### src/rtl/pcode_pkg.sv
// Shared constants and FSM state encoding for the P-code chip scheduler.
package pcode_pkg;
  localparam int SAT_WIDTH   = 6;
  localparam int LEN_WIDTH   = 16;
  localparam int WORD_WIDTH  = 32;
  localparam int INIT_CYCLES = 2;
  localparam int PRIME_CHIPS = 2;
  localparam int SAT_MAX     = 37;

  typedef enum logic [2:0] {
    IDLE  = 3'd0,
    INIT  = 3'd1,
    PRIME = 3'd2,
    RUN   = 3'd3,
    DRAIN = 3'd4
  } state_t;
endpackage

### src/rtl/pcode_packer.sv
// Packs gated generator chips MSB-first into words and holds each word on a
// valid/ready output register; a completed word may replace one leaving the same edge.
module pcode_packer #(
  parameter int WORD_WIDTH = pcode_pkg::WORD_WIDTH
) (
  input  logic                  clk,
  input  logic                  rst,
  input  logic                  flush,
  input  logic                  chip_en,
  input  logic                  chip,
  input  logic                  last_in,
  input  logic                  out_ready,
  output logic                  stall,
  output logic                  load,
  output logic                  out_valid,
  output logic [WORD_WIDTH-1:0] out_data,
  output logic                  out_last
);
  localparam int CW = $clog2(WORD_WIDTH);

  logic [CW-1:0]         chip_cnt_r;
  logic [WORD_WIDTH-2:0] shift_r;
  logic [WORD_WIDTH-1:0] data_r;
  logic                  valid_r;
  logic                  last_r;
  logic                  at_top_s;
  logic [WORD_WIDTH-1:0] word_s;

  assign at_top_s = (chip_cnt_r == CW'(WORD_WIDTH - 1));
  assign word_s   = {shift_r, chip};
  // Only the final chip of a word can be blocked: the output slot must be free or leaving.
  assign stall    = at_top_s & valid_r & ~out_ready;
  assign load     = chip_en & at_top_s & ~flush;

  assign out_valid = valid_r;
  assign out_data  = data_r;
  assign out_last  = last_r;

  // Chip counter, shift register and output word register.
  always_ff @(posedge clk or negedge rst) begin
    if (!rst) begin
      chip_cnt_r <= '0;
      shift_r    <= '0;
      data_r     <= '0;
      valid_r    <= 1'b0;
      last_r     <= 1'b0;
    end else begin
      if (flush) begin
        chip_cnt_r <= '0;
      end else if (chip_en) begin
        chip_cnt_r <= at_top_s ? '0 : chip_cnt_r + CW'(1);
      end
      if (chip_en) begin
        shift_r <= word_s[WORD_WIDTH-2:0];
      end
      if (flush) begin
        valid_r <= 1'b0;
      end else if (load) begin
        valid_r <= 1'b1;
        data_r  <= word_s;
        last_r  <= last_in;
      end else if (out_ready) begin
        valid_r <= 1'b0;
      end
    end
  end
endmodule

### src/rtl/pcode_sched.sv
// Job-level controller: validates a request, re-initialises and primes the
// P-code generator, then gates it chip by chip into the word packer.
module pcode_sched #(
  parameter int SAT_WIDTH   = pcode_pkg::SAT_WIDTH,
  parameter int LEN_WIDTH   = pcode_pkg::LEN_WIDTH,
  parameter int WORD_WIDTH  = pcode_pkg::WORD_WIDTH,
  parameter int INIT_CYCLES = pcode_pkg::INIT_CYCLES,
  parameter int PRIME_CHIPS = pcode_pkg::PRIME_CHIPS,
  parameter int SAT_MAX     = pcode_pkg::SAT_MAX
) (
  input  logic                  clk,
  input  logic                  rst,
  input  logic                  req_valid,
  output logic                  req_ready,
  input  logic [SAT_WIDTH-1:0]  req_sat,
  input  logic [LEN_WIDTH-1:0]  req_len,
  input  logic                  abort,
  output logic                  gen_rst,
  output logic                  gen_en,
  output logic [SAT_WIDTH-1:0]  gen_sat,
  input  logic                  gen_chip,
  output logic                  out_valid,
  input  logic                  out_ready,
  output logic [WORD_WIDTH-1:0] out_data,
  output logic                  out_last,
  output logic                  busy,
  output logic                  done,
  output logic                  err_sat
);
  import pcode_pkg::*;

  state_t               state_r;
  logic [7:0]           phase_r;
  logic [LEN_WIDTH-1:0] len_r;
  logic [LEN_WIDTH-1:0] word_cnt_r;
  logic [SAT_WIDTH-1:0] sat_r;
  logic                 err_r;
  logic                 done_r;

  logic sat_ok_s;
  logic kill_s;
  logic is_last_s;
  logic run_en_s;
  logic stall_s;
  logic load_s;

  assign sat_ok_s  = (req_sat != '0) && (req_sat <= SAT_WIDTH'(SAT_MAX));
  assign kill_s    = abort & (state_r != IDLE);
  // word_cnt_r counts words already loaded, so the loading word is last when it equals len-1.
  assign is_last_s = (word_cnt_r == len_r - LEN_WIDTH'(1));
  assign run_en_s  = (state_r == RUN) & ~stall_s;

  assign gen_en    = (state_r == PRIME) | run_en_s;
  assign gen_rst   = (state_r == INIT);
  assign req_ready = (state_r == IDLE);
  assign busy      = (state_r != IDLE);
  assign gen_sat   = sat_r;
  assign done      = done_r;
  assign err_sat   = err_r;

  pcode_packer #(.WORD_WIDTH(WORD_WIDTH)) u_packer (
    .clk       (clk),
    .rst       (rst),
    .flush     (kill_s),
    .chip_en   (run_en_s),
    .chip      (gen_chip),
    .last_in   (is_last_s),
    .out_ready (out_ready),
    .stall     (stall_s),
    .load      (load_s),
    .out_valid (out_valid),
    .out_data  (out_data),
    .out_last  (out_last)
  );

  // Job FSM with phase and word counters; abort overrides every other transition.
  always_ff @(posedge clk or negedge rst) begin
    if (!rst) begin
      state_r    <= IDLE;
      phase_r    <= 8'd0;
      len_r      <= '0;
      word_cnt_r <= '0;
      sat_r      <= '0;
      err_r      <= 1'b0;
      done_r     <= 1'b0;
    end else begin
      done_r <= 1'b0;
      if (kill_s) begin
        state_r <= IDLE;
        done_r  <= 1'b1;
      end else begin
        case (state_r)
          IDLE: begin
            if (req_valid) begin
              if (!sat_ok_s) begin
                err_r  <= 1'b1;
                done_r <= 1'b1;
              end else begin
                err_r <= 1'b0;
                if (req_len == '0) begin
                  done_r <= 1'b1;
                end else begin
                  sat_r      <= req_sat;
                  len_r      <= req_len;
                  word_cnt_r <= '0;
                  phase_r    <= 8'd0;
                  state_r    <= INIT;
                end
              end
            end
          end
          INIT: begin
            if (phase_r == 8'(INIT_CYCLES - 1)) begin
              phase_r <= 8'd0;
              state_r <= PRIME;
            end else begin
              phase_r <= phase_r + 8'd1;
            end
          end
          PRIME: begin
            if (phase_r == 8'(PRIME_CHIPS - 1)) begin
              phase_r <= 8'd0;
              state_r <= RUN;
            end else begin
              phase_r <= phase_r + 8'd1;
            end
          end
          RUN: begin
            if (load_s) begin
              word_cnt_r <= word_cnt_r + LEN_WIDTH'(1);
              if (is_last_s) begin
                state_r <= DRAIN;
              end
            end
          end
          DRAIN: begin
            if (out_valid && out_ready) begin
              done_r  <= 1'b1;
              state_r <= IDLE;
            end
          end
          default: state_r <= IDLE;
        endcase
      end
    end
  end
endmodule

### config.mk
export PLATFORM = sky130hd
export DESIGN_NAME = pcode_sched
export DESIGN_NICKNAME = d
export VERILOG_FILES = /design/src/rtl/pcode_pkg.sv /design/src/rtl/pcode_packer.sv /design/src/rtl/pcode_sched.sv
export SDC_FILE = /design/constraint.sdc
export NUM_CORES = 1
export LEC_CHECK = 0
export BUFFER_PORTS_ARGS = -buffer_cell sky130_fd_sc_hd__buf_2
export CORE_ASPECT_RATIO = 1.1
export CORE_UTILIZATION = 60
export DETAILED_ROUTE_END_ITERATION = 8
export GPL_ROUTABILITY_DRIVEN = 0
export GPL_TIMING_DRIVEN = 0
export HOLD_SLACK_MARGIN = 0.08
export MAX_ROUTING_LAYER = met4
export PLACE_DENSITY = 0.93
export SKIP_CTS_REPAIR_TIMING = 1
export SLEW_MARGIN = 5
export SYNTH_ARGS = -nofsm -noshare
export SYNTH_HDL_FRONTEND = slang
export SYNTH_SLANG_ARGS = --single-unit
### constraint.sdc
create_clock -name clk -period 6.5 [get_ports clk]
set_input_delay 1.3 -clock clk [delete_from_list [all_inputs] [get_ports clk]]
set_output_delay 1.3 -clock clk [all_outputs]
set_load 0.02 [all_outputs]
; ---- Yosys cells after proc, flatten, opt, wreduce, memory -nomap -nowiden
; Cells that the tools add are included.
[word_totals]
register_bits = 121
in_bits = 28
out_inout_bits = 46
elab_cells = 97
[op_classes]
addsub = 4
order_cmp = 1
eq_ne = 19
n_mux = 33
bitwise = 11
reduce_logical = 17
[op_table]
columns = op, count
row1 = 16-bit 2-to-1 mux, 4
row2 = 8-bit 2-to-1 mux, 4
row3 = 16-bit one-hot mux with 2 select lines, 1
row4 = 3-bit 2-to-1 mux, 9
row5 = "16-bit by 1-bit adder with 16-bit output, second input constant", 1
row6 = 16-bit equality test, 1
row7 = 16-bit logical NOT, 1
row8 = 8-bit one-hot mux with 2 select lines, 1
row9 = "16-bit by 1-bit subtractor with 16-bit output, second input constant", 1
row10 = 5-bit 2-to-1 mux, 3
row11 = 3-bit one-hot mux with 5 select lines, 1
row12 = "3-bit by 1-bit inequality test with 1-bit output, second input constant", 4
row13 = "3-bit by 2-bit inequality test with 1-bit output, second input constant", 4
row14 = 5-bit AND reduction, 2
row15 = 1-bit 2-to-1 mux, 9
row16 = "8-bit by 1-bit adder with 8-bit output, second input constant", 1
row17 = "8-bit by 1-bit equality test with 1-bit output, second input constant", 1
row18 = 8-bit AND reduction, 1
row19 = 1-bit AND, 6
row20 = "3-bit by 2-bit equality test with 1-bit output, second input constant", 2
row21 = "6-bit less-or-equal comparator, second input constant", 1
row22 = "2-bit inequality test, second input constant", 3
row23 = 6-bit AND reduction, 1
row24 = 2-bit nonzero test, 3
row25 = 15 further kinds, 20

; ---- Longest topological paths before layout
; Gate-level depths: netlist of run 1.
[depth]
depth_word = 10
mapped_depth = 11
ltp_nobuf = 10

; ---- By module
; From an unflattened synthesis of run 1, not the netlist that was laid out.
[unflattened]
cells_unflattened = 527
hier_area_um2 = 5914.4
[by_module_without_submodules]
columns = mod, instances, cells_each, area_per_inst_um2, seq_area_each_um2
row1 = pcode_sched, 1, 359, 3114.2, 1276.2
row2 = pcode_packer, 1, 168, 2800.2, 1751.7

; ---- Worst setup path before layout of run 1
; No wires, ideal clock.
[synth_timing]
kind = in2out
startpoint = in out_ready
endpoint = out gen_en
arrival_ns = 2.384
slack_ns = 2.816
path_stages = 4
n_path_buf = 1
path_cell_list = nand2b_1 > o211ai_1 > clkbuf_1 > o21ai_0
[synth_via]
elab_chain_cells = 5
[synth_rtl]
columns = element, line
row1 = start: declaration, pcode_sched.sv:23  ; input logic out_ready,
row2 = 1-bit inverter, pcode_packer.sv:32  ; assign stall = at_top_s & valid_r & ~out_ready;
row3 = 1-bit AND, pcode_packer.sv:32
row4 = 1-bit inverter, pcode_sched.sv:51  ; assign run_en_s = (state_r == RUN) & ~stall_s;
row5 = 1-bit AND, pcode_sched.sv:51
row6 = 1-bit bitwise OR, pcode_sched.sv:53  ; assign gen_en = (state_r == PRIME) | run_en_s;
row7 = end: declaration, pcode_sched.sv:19  ; output logic gen_en,
; No other way between the ends.

; ---- Final worst setup path of run 1
[layout_timing]
startpoint = reg u_packer.chip_cnt_r[0]
endpoint = out gen_en
[layout_via]
elab_chain_cells = 6
[layout_rtl]
columns = element, line
row1 = start: declaration, pcode_packer.sv:21  ; logic [CW-1:0] chip_cnt_r;
row2 = start signal: assignment, pcode_packer.sv:51  ; chip_cnt_r <= at_top_s ? '0 : chip_cnt_r + CW'(1);
row3 = 5-bit equality test, pcode_packer.sv:29  ; assign at_top_s = (chip_cnt_r == CW'(WORD_WIDTH - 1));
row4 = 1-bit AND (2 in a row), pcode_packer.sv:32
row5 = 1-bit inverter, pcode_sched.sv:51
row6 = 1-bit AND, pcode_sched.sv:51
row7 = 1-bit bitwise OR, pcode_sched.sv:53
; No other way between the ends.

==> flow_summary_export.csv, run 1 <==
group,metric,value,unit
clock_tree,cts_buffers,17,
detailed_routing,wl_per_cell,17.2,microns
sta,slew_violations,0,
clock_tree,htree_num_levels,4,
synth,syn_area,5730,sq um
worst_setup_path,rr_worst_depth,8,
synth,synth_most_common_cell,"dfrtp_1",
clock_tree,clock_path_buffers,2,
outcome,outcome,"completed",
detailed_routing,drcViolationCount,0,
clock_tree,cts_tree,"done",
worst_setup_path,crit_path_start_kind,"flip-flop",
sta,rsz0062_at_grt,"no",
worst_setup_path,path_cells,"ha_1, and3_1, ha_1, inv_1, o211ai_1, clkbuf_1, o21ai_0, buf_2",
layout,n_antenna_cell,0,
floorplan,fp.coreArea,9310,sq um
layout,utilization,0.741,
global_route,grt_start_max_net_pins,95,
detailed_routing,ant_nets,0,
synth,yosys.area.top_type_share,0.528,
sta,period_needed,4.15,ns
hold_path,hold_depth,2,
worst_setup_path,cp_top_family,"buffers and inverters",
pwr,power.density,383,nW/um^2
synth,synth_edf_count,0,
worst_setup_path,cp.arrival,2.85,ns
global_route,grt_pass1_wl,22.7,mm
sta,final-hold-violation-count,0,
synth,synth-async-reset-ratio,1.00,
global_route,grt_remaining_overflow,0,
detailed_routing,num_vias,4646,
global_route,grt_pass1_vias,4666,
synth,synth_ff_type,"dfrtp_1",
layout,drive_above_1_share,0.270,
worst_setup_path,worstPathRequired,5.20,ns
worst_setup_path,criticalPathCategory,"reg -> out",
floorplan,num_rows,37,
synth,ys_ff_latch,121,
synth,syn_avg_cell_area,10.2,sq um
floorplan,dieArea,9950,sq um
synth,synth_nets,595,
layout,syn2layout_area_growth,20.3,%
layout,final_nets,688,
synth,ys_seq_area_frac,0.528,
worst_setup_path,timing.critical_path.buf_inv,3,
clock_tree,clk_latency,0.53,ns
pwr,leakage,3.41,nW
synth,synth_area_leaders,"dfrtp_1, mux2_2, nand2_1",
floorplan,die_y,105,microns
worst_setup_path,cp.depth,8,
detailed_routing,wl,13.5,mm
synth,netlist_top_cells_count,"dfrtp_1, nand2_1, mux2_2",
clock_tree,cts.clk_slew.worst_paths,0.06,ns
placed_design,io_buffer_count,73,
sta,slew_headroom,0.559,
worst_setup_path,slowest_stage,"clkbuf_1",
synth,yosys.area.top_type,"dfrtp_1",
floorplan,ios,74,
synth,netlist_instances,561,
sta,fmax,0.241,GHz
sta,clock_skew,0.00573,ns
sta,period_share,0.638,
synth,yosys_warnings,0,
run,cap_violations,0,
worst_setup_path,cp-end-kind,"output pin",
placed_design,dp_hpwl,8.80,mm
worst_setup_path,crit_path_max_fanout,10,
worst_setup_path,cpPeakStageDelay,0.43,ns
sta,fin_tns_setup,0,ns
detailed_routing,vias_per_cell,5.93,
clock_tree,clockRootBuffer,"clkbuf_8",
worst_setup_path,cp_common_cell,"ha_1",
clock_tree,cts_num_sinks,121,
floorplan,start_util,0.616,
hold_path,min_path_type,"reg -> reg",
floorplan,die_x,95.2,microns
detailed_routing,drt_iter0_markers,501,
global_route,grt_antenna_before_repair,0,
sta,setup_viol,0,
pwr,ir_drop,0.244,mV
detailed_routing,first_pass_iters,5,
sta,worstMarginPinSlew,0.655,ns
synth,synth_cell_types,53,
global_route,track_usage,0.312,
## cell families (layout without fill, tap and decap cells)
kind of cell,count (synthesis),in the layout,synth area share
xor gates and xnor gates,27,27,0.0412
AOI/OAI and AO/OA,64,64,0.0677
and+or+nand+nor,251,251,0.217
DFF,121,121,0.528
buffers and inverters,37,143,0.0262
adders and majority gates,7,7,0.0148
muxes,54,54,0.105
## metrics by stage
stage	total power, mW	area, sq um	setup slack [ns]	std cells	hold WS (ns)
after CTS	2.64	6900	2.35	784	0.472
after global placement	1.60	6240	2.48	751	0.455
after global routing	2.76	6900	2.17	784	0.490
final	2.64	6900	2.35	784	0.469
after detailed placement	1.65	6280	2.38	752	0.457
after floorplan	1.46	5730	2.82	561	0.433
## per-layer routing
metal / vias to the layer above / part of all wire / GRT usage
li1: 2118 / - / -
met1: 2275 / 0.40 / 0.381
met2: 197 / 0.50 / 0.478
met3: 56 / 0.063 / 0.0811
met4: 0 / 0.032 / 0.153
met5: - / 0 / -
## path summary, 6_finish.rpt
check	slack [ns]	start	to
max	2.35	u_packer.chip_cnt_r[0]	gen_en
min	0.47	u_packer.out_data[31]	u_packer.out_data[31]
max reg2reg	3.62	u_packer.chip_cnt_r[0]	word_cnt_r[10]
min reg2reg	0.47	u_packer.out_data[31]	u_packer.out_data[31]
max in group asynchronous	5.16	rst	u_packer.out_data[12]
min in group asynchronous	0.63	rst	gen_sat[1]
## where the power goes
part | internal [mW] | switching [mW] | total [mW]
combinational | 0.291 | 0.383 | 0.674
clock | 0.641 | 0.337 | 0.977
sequential | 0.863 | 0.130 | 0.994
total | 1.79 | 0.850 | 2.64
## state kept, by name (all words and copies together) (netlist names)
name and cells:
done 1, len_r 16, gen_sat 6, err_sat 1, u_packer.shift_r 31, word_cnt_r 16, u_packer.out_last 1, u_packer.out_valid 1
u_packer.out_data 32, phase_r 8, state_r 3, u_packer.chip_cnt_r 5
## worst min-delay path, delay by kind of cell (launching register included)
kind | cells | cell delay (ns)
AND/OR/NAND/NOR | 2 | 0.10
flip-flops | 1 | 0.33
## placed cells by master (no fill, tap or decap), types with 8 or more instances in the layout
cell type / instances
nor3_1: 13
xnor2_1: 19
clkbuf_1: 16
nand2_1: 119
nor2_1: 43
nand3_1: 8
xor2_1: 8
a21oi_1: 19
buf_2: 80
mux2_2: 51
clkbuf_16: 16
dfrtp_1: 121
o21ai_0: 20
nand2b_1: 8
inv_1: 12
## cell type report
cell class	count	area, sq um
Sequential cell	121	3030
Buffer	24	100
Multi-Input combinational cell	403	2550
Timing Repair Buffer	74	399
Clock inverter	12	173
Inverter	13	50.0
Tap cell	117	146
Clock buffer	20	445
Fill cell	562	2410
Power figures use the tool's default switching activity.
==> run 2, diff against run 1 <==
--- a/config.mk
+++ b/config.mk
@@ -5,15 +5,16 @@
 export SDC_FILE = /design/constraint.sdc
 export NUM_CORES = 1
 export LEC_CHECK = 0
+export ABC_AREA = 1
 export BUFFER_PORTS_ARGS = -buffer_cell sky130_fd_sc_hd__buf_2
 export CORE_ASPECT_RATIO = 1.1
-export CORE_UTILIZATION = 60
+export CORE_UTILIZATION = 53
 export DETAILED_ROUTE_END_ITERATION = 8
 export GPL_ROUTABILITY_DRIVEN = 0
 export GPL_TIMING_DRIVEN = 0
 export HOLD_SLACK_MARGIN = 0.08
 export MAX_ROUTING_LAYER = met4
-export PLACE_DENSITY = 0.93
+export PLACE_DENSITY = 0.88
 export SKIP_CTS_REPAIR_TIMING = 1
 export SLEW_MARGIN = 5
 export SYNTH_ARGS = -nofsm -noshare
==> constraint.sdc (replaced) <==
create_clock -name clk -period 3.8 [get_ports clk]
set_input_delay 0.76 -clock clk [delete_from_list [all_inputs] [get_ports clk]]
set_output_delay 0.76 -clock clk [all_outputs]
set_load 0.02 [all_outputs]
==> flow_summary_export.csv, run 2 <==
group,metric,value,unit
global_route,grt_start_max_net_pins,94,
layout,stdcell_area,7160,sq um
sta,slew_violations,0,
layout,drive_above_1_share,0.153,
sta,timing.hold.ws,0.211,ns
layout,syn2layout_area_growth,19.7,%
clock_tree,cts_tree,"done",
clock_tree,cts.clk_slew.worst_paths,0.06,ns
detailed_routing,ant_nets,0,
synth,netlist_top_cells_count,"nand2_1, dfrtp_1, inv_1",
layout,multi_input_area,2470,sq um
placed_design,dp_hpwl,10.1,mm
synth,ys_seq_area_frac,0.506,
floorplan,die_x,103,microns
detailed_routing,wl,14.4,mm
clock_tree,clock_path_buffers,2,
worst_setup_path,r2r-start,"u_packer.chip_cnt_r[0]",
sta,fin_tns_setup,0,ns
worst_setup_path,worstPathRequired,3.04,ns
detailed_routing,first_pass_iters,8,
floorplan,die_y,113,microns
sta,final-hold-violation-count,0,
floorplan,start_util,0.546,
sta,worstMarginPinSlew,0.608,ns
floorplan,fp.coreArea,11000,sq um
sta,period_needed,2.95,ns
placed_design,io_buffer_count,73,
clock_tree,htree_num_levels,4,
global_route,grt_pass1_wl,24.4,mm
worst_setup_path,crit_start,"u_packer.chip_cnt_r[0]",
synth,synth_cell_types,38,
detailed_routing,drcViolationCount,0,
detailed_routing,wl_per_cell,14.4,microns
synth,syn_area,5990,sq um
worst_setup_path,criticalPathCategory,"reg -> out",
sta,slew_headroom,0.589,
global_route,grt_antenna_before_repair,1,
synth,synth_area_leaders,"dfrtp_1, nand2_1, o21ai_0",
placed_design,place_area,6570,sq um
synth,yosys_warnings,0,
sta,setup_viol,0,
clock_tree,cts_num_sinks,121,
layout,final-seq-area,3030,sq um
worst_setup_path,crit_path_start_kind,"flip-flop",
outcome,outcome,"completed",
worst_setup_path,cp-end-kind,"output pin",
synth,synth_edf_count,0,
synth,syn_avg_cell_area,7.97,sq um
floorplan,num_rows,40,
synth,yosys.area.top_type,"dfrtp_1",
synth,netlist_instances,751,
global_route,grt_pass1_vias,5335,
synth,ys_ff_latch,121,
synth,synth-async-reset-ratio,1.00,
clock_tree,clk_latency,0.42,ns
synth,synth_most_common_cell,"nand2_1",
layout,mostFrequentLayoutCell,"nand2_1",
layout,final_cell_mix,"nand2_1, dfrtp_1, inv_1",
clock_tree,cts_buffers,17,
floorplan,ios,74,
run,cap_violations,0,
layout,stdcell_count,1005,
layout,utilization,0.654,
synth,synth_nets,785,
sta,period_share,0.778,
global_route,grt_remaining_overflow,0,
floorplan,dieArea,11700,sq um
detailed_routing,drt_iter0_markers,395,
worst_setup_path,rr_worst_depth,10,
pwr,leakage,3.52,nW
pwr,power.density,687,nW/um^2
layout,final.fill_count,848,
detailed_routing,num_vias,5364,
sta,clock_skew,0.0118,ns
pwr,ir_drop,0.411,mV
synth,synth_ff_type,"dfrtp_1",
hold_path,min_path_type,"in -> async",
detailed_routing,vias_per_cell,5.34,
placed_design,dp_cells,972,
sta,rsz0062_at_grt,"no",
clock_tree,clockRootBuffer,"clkbuf_16",
worst_setup_path,crit_path_max_fanout,10,
global_route,track_usage,0.283,
worst_setup_path,cp.arrival,2.19,ns
layout,largest_register_ff_count,32,
synth,yosys.area.top_type_share,0.506,
sta,fmax,0.338,GHz
layout,final_nets,878,
run 2: cell count changes after synthesis, sizes merged, moves of 10 or more:
cell	before	now
xor2	8	18
o21ai	24	90
nand2	119	230
nor2	43	59
inv	12	96
mux2	51	1
nand3	8	41
xnor2	19	3
run 2: logic make-up after synthesis:
group / after synthesis / share of synthesized area
AOI/OAI and AO/OA: 125 / 0.112
xor gates and xnor gates: 21 / 0.0307
adders and majority gates: 6 / 0.0125
buffers and inverters: 118 / 0.0817
DFF: 121 / 0.506
muxes: 1 / 0.00188
and+or+nand+nor: 359 / 0.255
run 2: worst paths after layout:
| check | slack [ns] | endpoint |
|---|---|---|
| min in group clk | 0.46 | gen_sat[4] |
| min | 0.21 | len_r[8] |
| max in group asynchronous | 2.86 | u_packer.out_data[27] |
| max | 0.85 | gen_en |
| max reg2reg | 1.45 | u_packer.shift_r[4] |
| min reg2reg | 0.46 | gen_sat[4] |
run 2: layer usage:
metal	wire length, microns	up-vias	track usage
met5	0	-	-
met4	435	0	0.120
met3	1020	46	0.0846
met2	7120	196	0.451
met1	5850	2538	0.332
li1	-	2584	-
run 2: area by class of cell:
class	count	area share
clock buffers	24	0.0659
repair buffers	74	0.0557
inverters	97	0.0512
clock inverters	7	0.0164
well taps	147	0.0257
diodes	2	0.000699
multi-input cells	512	0.345
plain buffers	21	0.0171
flip-flops and latches	121	0.423
run 2: per-stage QoR:
stage | total power [mW] | setup WS (ns)
6_report | 4.92 | 0.845
5_1_grt | 5.20 | 0.682
4_1_cts | 4.91 | 0.846
3_5_place_dp | 3.26 | 1.27
3_3_place_gp | 3.21 | 0.526
2_1_floorplan | 2.84 | 1.57
run 2: power breakdown:
group	switching [mW]	internal (mW)	total [mW]
Clock	0.563	1.06	1.62
Sequential	0.184	1.49	1.67
Combinational	1.08	0.540	1.62
Total	1.83	3.09	4.92
run 2: critical path, cell delays in order (launching register included):
cell and delay, ns:
dfrtp_1 0.38, ha_1 0.18, nand2_1 0.07, nor2_1 0.11, ha_1 0.15, inv_1 0.08
o21ai_2 0.20, clkbuf_1 0.34, nand2_1 0.08, buf_2 0.18
